$ cat src/rtl/jtpang_objdma.sv
// Object RAM DMA: takes the CPU bus, copies 2^AW bytes of work RAM into the
// object buffer, then hands the bus back. Requests arriving mid-transfer queue one copy.
module jtpang_objdma #(
  parameter int AW = 9
) (
  input  logic          rst,
  input  logic          clk,
  input  logic          cen,
  input  logic          dma_go,
  input  logic          busak_n,
  output logic          busrq,
  output logic [AW-1:0] dma_addr,
  input  logic [7:0]    dma_din,
  output logic [AW-1:0] obj_addr,
  output logic [7:0]    obj_dout,
  output logic          obj_we,
  output logic          busy
);

  typedef enum logic [1:0] {IDLE, REQ, COPY, REL} st_t;

  st_t  st;
  logic pend;
  logic first;   // first COPY cycle only presents address 0; its data lands next cycle

  always_ff @(posedge clk or posedge rst) begin
    if (rst) begin
      st       <= IDLE;
      busrq    <= 1'b0;
      busy     <= 1'b0;
      pend     <= 1'b0;
      first    <= 1'b0;
      dma_addr <= '0;
      obj_addr <= '0;
      obj_dout <= '0;
      obj_we   <= 1'b0;
    end else begin
      obj_we <= 1'b0;
      if (cen) begin
        if (dma_go && st != IDLE) pend <= 1'b1;
        case (st)
          IDLE: if (dma_go) begin
            st    <= REQ;
            busrq <= 1'b1;
            busy  <= 1'b1;
          end
          REQ: if (!busak_n) begin
            st       <= COPY;
            dma_addr <= '0;
            first    <= 1'b1;
          end
          COPY: if (!busak_n) begin
            if (first) begin
              first <= 1'b0;
            end else begin
              obj_we   <= 1'b1;
              obj_addr <= dma_addr;
              obj_dout <= dma_din;
              dma_addr <= dma_addr + AW'(1);
              if (&dma_addr) begin
                st    <= REL;
                busrq <= 1'b0;
              end
            end
          end
          REL: if (busak_n) begin
            // a queued (or still-held) request restarts without passing through IDLE
            if (pend || dma_go) begin
              st    <= REQ;
              busrq <= 1'b1;
              pend  <= 1'b0;
            end else begin
              st   <= IDLE;
              busy <= 1'b0;
            end
          end
          default: st <= IDLE;
        endcase
      end
    end
  end

endmodule

$ cat config.mk
export PLATFORM = sky130hd
export DESIGN_NAME = jtpang_objdma
export DESIGN_NICKNAME = d
export VERILOG_FILES = /design/src/rtl/jtpang_objdma.sv
export SDC_FILE = /design/constraint.sdc
export NUM_CORES = 1
export LEC_CHECK = 0
export CAP_MARGIN = 30
export CELL_PAD_IN_SITES_DETAIL_PLACEMENT = 1
export CELL_PAD_IN_SITES_GLOBAL_PLACEMENT = 2
export CORE_ASPECT_RATIO = 0.75
export CORE_MARGIN = 2
export CORE_UTILIZATION = 27
export DETAILED_ROUTE_END_ITERATION = 12
export PLACE_DENSITY = 0.74
export SYNTH_ARGS = -nofsm -noshare
export SYNTH_HDL_FRONTEND = slang
export SYNTH_SLANG_ARGS = --single-unit
$ cat constraint.sdc
create_clock -name clk -period 2 [get_ports clk]
set_input_delay 0.6 -clock clk [delete_from_list [all_inputs] [get_ports clk]]
set_output_delay 0.6 -clock clk [all_outputs]
set_load 0.03 [all_outputs]
==> results by group, run 1 <==
Worst setup path
  – Critical Path Fanout Max: 5
  – CP startpoint kind: primary input
  – Crit. End Element: register
  – Reg-to-reg startpoint: dma_addr[0]
  – Setup Crit Path Kind: primary input to register
  – FF-to-FF setup slack: approximately 70 ps
  – Worst reg2reg endpoint: st[1]
  – CP required: about 2200 ps
  – Worst r2r path cells: 8
  – Crit path DAT: between 2000 and 2500 ps

Final layout
  – Final instance area: roughly 2300 um2
  – NumNets Final: between 200 and 250
  – Layout area overhead: 54.4%
  – Leading cell type in the layout, fill and taps excluded: clkdlybuf4s50_1
  – Ant. Diodes: 0
  – Most frequent cells in the layout: 32 x clkdlybuf4s50_1, 28 x dfrtp_1, 21 x buf_4, 18 x mux2_2, 9 x dlygate4sd2_1
  – Layout cells sized above 1: 0.332
  – Final std cells w/o fill: 268

Die
  – Floorplan die height: just under 70 um
  – Ports: 42
  – Die footprint: just over 6000 um2
  – Core area: roughly 5400 um2
  – Num rows: 23
  – DIE WIDTH: roughly 91 um
  – Initial core utilization: 0.282

Logic synthesis
  – FFs w/ async S/R, synth: 1.00
  – Synth top area cells: dfrtp_1 55%, mux2_2 13%, ha_1 5.8%, a21oi_1 3.0%, o31ai_1 2.0%
  – Ys flop type: dfrtp_1
  – Unique masters post-synth: 28
  – Yosys reg bits: 33
  – Post-synth top area share: 0.545
  – Post-synth EDFFs: 0
  – Synth Warn #: 0
  – Post-synthesis sequential area ratio: 0.545
  – Syn avg cell area: 12.1 um2
  – Mapped Area: between 1500 and 2000 um2
  – Post-Syn Nets: ~150
  – Post-synth top area cell: dfrtp_1
  – Mapped Cells: 125

STA
  – Fin crit share: 0.983
  – Number of max-slew violations in the final report: 0
  – Max_slew headroom: 0.613
  – Final number of setup-violating endpoints: 0
  – Worst slew pin tran: 579 ps
  – Period minus WS final: 1970 ps
  – Max Freq: between 0.5 and 0.6 GHz
  – RSZ-0062 raised after global routing: yes
  – Final Hold Fails: 0
  – Setup Skew: roughly 6.2 ps

Global route
  – Largest net degree at the start of global routing: 34
  – M1 GR Usage: 0.178
  – Initial antenna violation count: 0
  – Met3 Track Usage GR: 0.0304
  – GRT Max-Usage Layer: met2
  – Vias in the first global route: approximately 1,400
  – Global-route wire length before repair: roughly 7000 um
  – Total GRT Usage: 0.145
  – Gr ovfl total: 0
  – GR Util met2: 0.259

Placement
  – Placed Cells: between 200 and 300
  – Placed cell areas: around 2200 um2
  – HPWL after DPL: between 3000 and 4000 um
  – # port buffers: between 40 and 50
  – Gpl congestion: 0.786

Clock network
  – CTS Buf Count: 5
  – CTS tree: yes
  – Clk root buf: clkbuf_8
  – Postcts setup bufs: 0
  – Worst-Skew Late Latency: around 280 ps
  – Post-CTS Hold Buffers: 0
  – Clk sinks: 33
  – H-tree depth: 2
  – Clock Tree Buf Depth: 2
  – Clk slew on worst S/H paths: approximately 70 ps

Min path
  – WHS Path Cells: 1
  – HP Start: obj_dout[5]
  – Hold EP: obj_dout[5]
  – Min-Delay Path Class: register to register

Run
  – Max-Cap Viols: 0

Routing
  – Vias post-DR: around 1,300
  – ANT nets after route: 0
  – Drt first-iter violations: 33
  – DRC errors left: 0
  – TritonRoute pass-1 iters: 4
  – Wirelength per Cell: roughly 16 um
  – Vias/cell: 4.74
  – Total wire length: between 4000 and 5000 um

Outcome
  – Status: complete, no violations

Power and ir drop
  – VDD IR max: 0.706 mV
  – PD cells: ~1500 nW/um2
  – Pleak: a little over 1 nW
[power by group]
group          total (mW)  internal, mW  switching, mW
Clock               0.656         0.405          0.251
Combinational        1.72         0.777          0.940
Sequential           1.08         0.925          0.151
[worst max-delay path by stage]
stage	start	end	cells past startpoint
after global routing	dma_addr[0]	st[1]	8
final	busak_n	dma_addr[5]	5
after global placement	busak_n	dma_addr[5]	5
after CTS	dma_addr[0]	st[1]	8
after detailed placement	busak_n	dma_addr[5]	5
after floorplan	dma_addr[6]	st[1]	7
[sequential cells by signal (all words and copies together), names as in the netlist]
| signal | cells |
|---|---|
| st | 2 |
| first | 1 |
| obj_addr | 9 |
| obj_we | 1 |
| busy | 1 |
| obj_dout | 8 |
| busrq | 1 |
| dma_addr | 9 |
| pend | 1 |
[layer usage]
layer / part of all wire / wire length, um / vias up
li1: - / - / 587
met1: 0.43 / 1810 / 657
met2: 0.53 / 2250 / 25
met3: 0.035 / 147 / 2
met4: 0.0064 / 27 / 0
met5: 0 / 0 / -
[cells in the mapped netlist, types with 2 or more instances]
cell	number
a21o_1	2
a21oi_1	9
a22o_1	2
a31oi_1	2
buf_2	3
dfrtp_1	33
ha_1	7
inv_1	7
mux2_2	18
nand2_1	4
nand2b_1	3
nand3_1	4
nor2_1	4
o21ai_0	4
o31ai_1	4
o41ai_1	3
or3_1	3
or4_1	3
[metrics by stage]
stage	total power [mW]	hold WS (ps)	worst slack [ps]	utilization	TNS (ps)
final	3.45	507	33.9	0.435	0
after global routing	3.66	526	-28.7	0.435	-44.6
after CTS	3.48	515	20.0	0.430	0
after detailed placement	2.83	499	-260	0.409	-4120
after global placement	2.74	488	-179	0.409	-3070
after floorplan	2.03	498	16.4	-	0
[worst max-delay path, cell delays in order]
cell and delay, ps:
clkdlybuf4s50_1 440, nand2b_2 220, a21o_1 210, or4_4 530, a21oi_2 160
[logic make-up after synthesis]
kind of cell / Yosys count / synth area share
DFF: 33 / 0.545
buffers and inverters: 10 / 0.0273
AOI/OAI and AO/OA: 28 / 0.121
adders and majority gates: 7 / 0.0578
muxes: 20 / 0.148
and+or+nand+nor: 27 / 0.102
[layout make-up]
cell class,count,area [um2]
clock buffers,6,82.6
clock inverters,2,37.5
fillers,588,3040
inverters,7,26.3
multi-input cells,82,691
flip-flops and latches,33,832
well taps,75,93.8
repair buffers,63,577
[what timing repair did]
action / CTS / global route
endpoints found under the setup margin: 10 / 6
pin swaps: 0 / 0
resized for setup: 10 / 6
No activity file was read; power rests on OpenSTA's default activity.
==> run 2: changes to the inputs <==
CELL_PAD_IN_SITES_DETAIL_PLACEMENT = default   (was 1)
CELL_PAD_IN_SITES_GLOBAL_PLACEMENT = default   (was 2)
CORE_UTILIZATION = 42   (was 27)
==> run 2 against run 1 <==
Compared with the run above:
- register-to-register slack lost 60 ps
- wire length shrank 10%
- maximum frequency shrank 0.95%
- flip-flop and latch count is the same
==> results by group, run 2 (same netlist as run 1, synthesis figures left out) <==
Outcome
  – Status: complete, no violations

Die
  – DIE WIDTH: 73.4 um (-19%)
  – Core area: 3380 um2 (-37%)
  – Floorplan die height: 56.0 um (-19%)
  – Num rows: 18 (-22%)
  – Ports: 42 (unchanged)
  – Initial core utilization: 0.449 (+0.167)
  – Die footprint: 4110 um2 (-34%)

Worst setup path
  – Crit path capture: busrq
  – Crit. Startpoint: dma_addr[0]
  – FF-to-FF setup slack: 10 ps (-60 ps)
  – Setup Crit Path Kind: register to register
  – Worst r2r path cells: 8 (unchanged)
  – CP required: 2130 ps (-70 ps)
  – CP startpoint kind: register
  – Critical Path Fanout Max: 3 (-2)
  – Crit path DAT: 2120 ps (-50 ps)
  – Crit. End Element: register
  – Reg-to-reg startpoint: dma_addr[0]
  – Worst reg2reg endpoint: busrq

Routing
  – ANT nets after route: 0 (unchanged)
  – Total wire length: 3810 um (-10%)
  – TritonRoute pass-1 iters: 4 (unchanged)
  – Wirelength per Cell: 16.2 um (+2.7%)
  – Vias/cell: 5.46 (+15%)
  – Vias post-DR: 1,284 (+1.0%)
  – Drt first-iter violations: 87 (+160%)
  – DRC errors left: 0 (unchanged)

Final layout
  – NumNets Final: 214 (+0.94%)
  – Leading cell type in the layout, fill and taps excluded: clkdlybuf4s50_1
  – FILL cells: 263 (-55%)
  – Most frequent cells in the layout: 31 x clkdlybuf4s50_1, 28 x dfrtp_1, 23 x buf_4, 18 x mux2_2, 8 x a21oi_1
  – Layout cells sized above 1: 0.344 (+0.0120)
  – Largest regs: dma_addr (9), obj_addr (9), obj_dout (8)
  – Final std cells w/o fill: 235 (-12%)
  – Ant. Diodes: 0 (unchanged)
  – Layout area overhead: 52.5%

Clock network
  – Clk root buf: clkbuf_8
  – Clk slew on worst S/H paths: 60 ps (about the same)
  – Clock Tree Buf Depth: 2 (unchanged)
  – Worst-Skew Late Latency: 280 ps (about the same)
  – CTS Buf Count: 5 (unchanged)
  – CTS tree: yes
  – Clk sinks: 33 (unchanged)
  – H-tree depth: 2 (unchanged)
  – Post-CTS Hold Buffers: 0 (unchanged)

STA
  – Final number of setup-violating endpoints: 0 (unchanged)
  – Max Freq: 0.504 GHz (-0.95%)
  – Setup Skew: 6.16 ps (+0.000420 ps)
  – Number of max-slew violations in the final report: 0 (unchanged)
  – Max_slew headroom: 0.491 (-0.121)
  – Period minus WS final: 1990 ps (+19.0 ps)
  – Fin crit share: 0.993 (+0.00948)
  – Final Hold Fails: 0 (unchanged)
  – Worst slew pin tran: 758 ps (+179 ps)

Min path
  – HP Start: obj_addr[6]
  – Min-Delay Path Class: register to register

Run
  – Max-Cap Viols: 0 (unchanged)

Global route
  – Global-route wire length before repair: 6030 um (-14%)
  – Total GRT Usage: 0.193 (+0.0476)
  – Initial antenna violation count: 0 (unchanged)
  – Vias in the first global route: 1,277 (-10%)
  – Gr ovfl total: 0 (unchanged)
  – Largest net degree at the start of global routing: 34 (unchanged)

Placement
  – Gpl congestion: 0.929 (+18%)
  – HPWL after DPL: 2590 um (-18%)
  – Placed Cells: 222 (-15%)
  – # port buffers: 41 (unchanged)

Power and ir drop
  – Total power: 3.33 mW (-3.4%)
  – PD cells: 1440 nW/um2 (-2.2%)
  – VDD IR max: 0.978 mV (+38%)
  – Pleak: 1.08 nW (+4.0%)
==> run 2: cell count changes in the layout (fill, tap and decap cells not counted), moves of 2 or more <==
cell | previous run | this run
dlymetal6s2s_1 | 0 | 3
a21oi_1 | 6 | 8
a21oi_2 | 3 | 1
buf_4 | 21 | 23
clkbuf_1 | 0 | 2
dlygate4sd2_1 | 9 | 7
==> run 2: worst min path at each step <==
stage,to,slack [ps],cells past startpoint
5_1_grt,obj_addr[6],520,1
3_5_place_dp,obj_dout[5],500,1
2_1_floorplan,first,500,2
3_3_place_gp,busrq,490,2
4_1_cts,obj_addr[6],510,1
6_report,obj_addr[6],500,1
==> run 2: what timing repair did <==
action,4_1_cts,5_1_grt
cloned,0,0
setup endpoints to repair,8,9
buffers inserted,0,5
resized for setup,8,16
pin swaps,0,3
==> run 2: through the flow <==
step / util / TNS, ps / instance area, um2 / setup WS (ps) / hold WS [ps]
after floorplan: - / 0 / 1530 / 16.4 / 498
after global placement: 0.628 / -2370 / 2120 / -207 / 488
after detailed placement: 0.628 / -3790 / 2120 / -300 / 495
after CTS: 0.654 / 0 / 2210 / 4.02 / 509
after global routing: 0.684 / -75.7 / 2310 / -38.0 / 520
final: 0.684 / 0 / 2310 / 15.0 / 503
==> run 2: per-layer routing <==
layer  wire length [um]  up-vias  part of all wire  track usage
met2               1860       52              0.49        0.288
li1                   -      598                 -            -
met5                  0        -                 0            0
met3                268        7             0.070       0.0670
met4                 44        0             0.012       0.0753
met1               1630      627              0.43        0.256
==> run 2: layout make-up <==
| class | count | area (um2) | area share |
|---|---|---|---|
| Inverter | 7 | 26.3 | 0.0114 |
| Sequential cell | 33 | 832 | 0.360 |
| Clock buffer | 8 | 90.1 | 0.0390 |
| Timing Repair Buffer | 65 | 593 | 0.257 |
| Multi-Input combinational cell | 82 | 719 | 0.311 |
| Tap cell | 40 | 50.0 | 0.0217 |
==> run 2: worst max-delay path, cell delays in order (launching register included) <==
cell and delay (ps):
dfrtp_2 400, ha_4 150, nand3_2 70, nor2_2 90
ha_2 160, or3b_4 380, buf_6 130, o41ai_4 310
o41ai_2 150
==> run 2: power breakdown <==
part	switching, mW	internal [mW]
clock	0.223	0.280
combinational	0.941	0.795
sequential	0.168	0.926
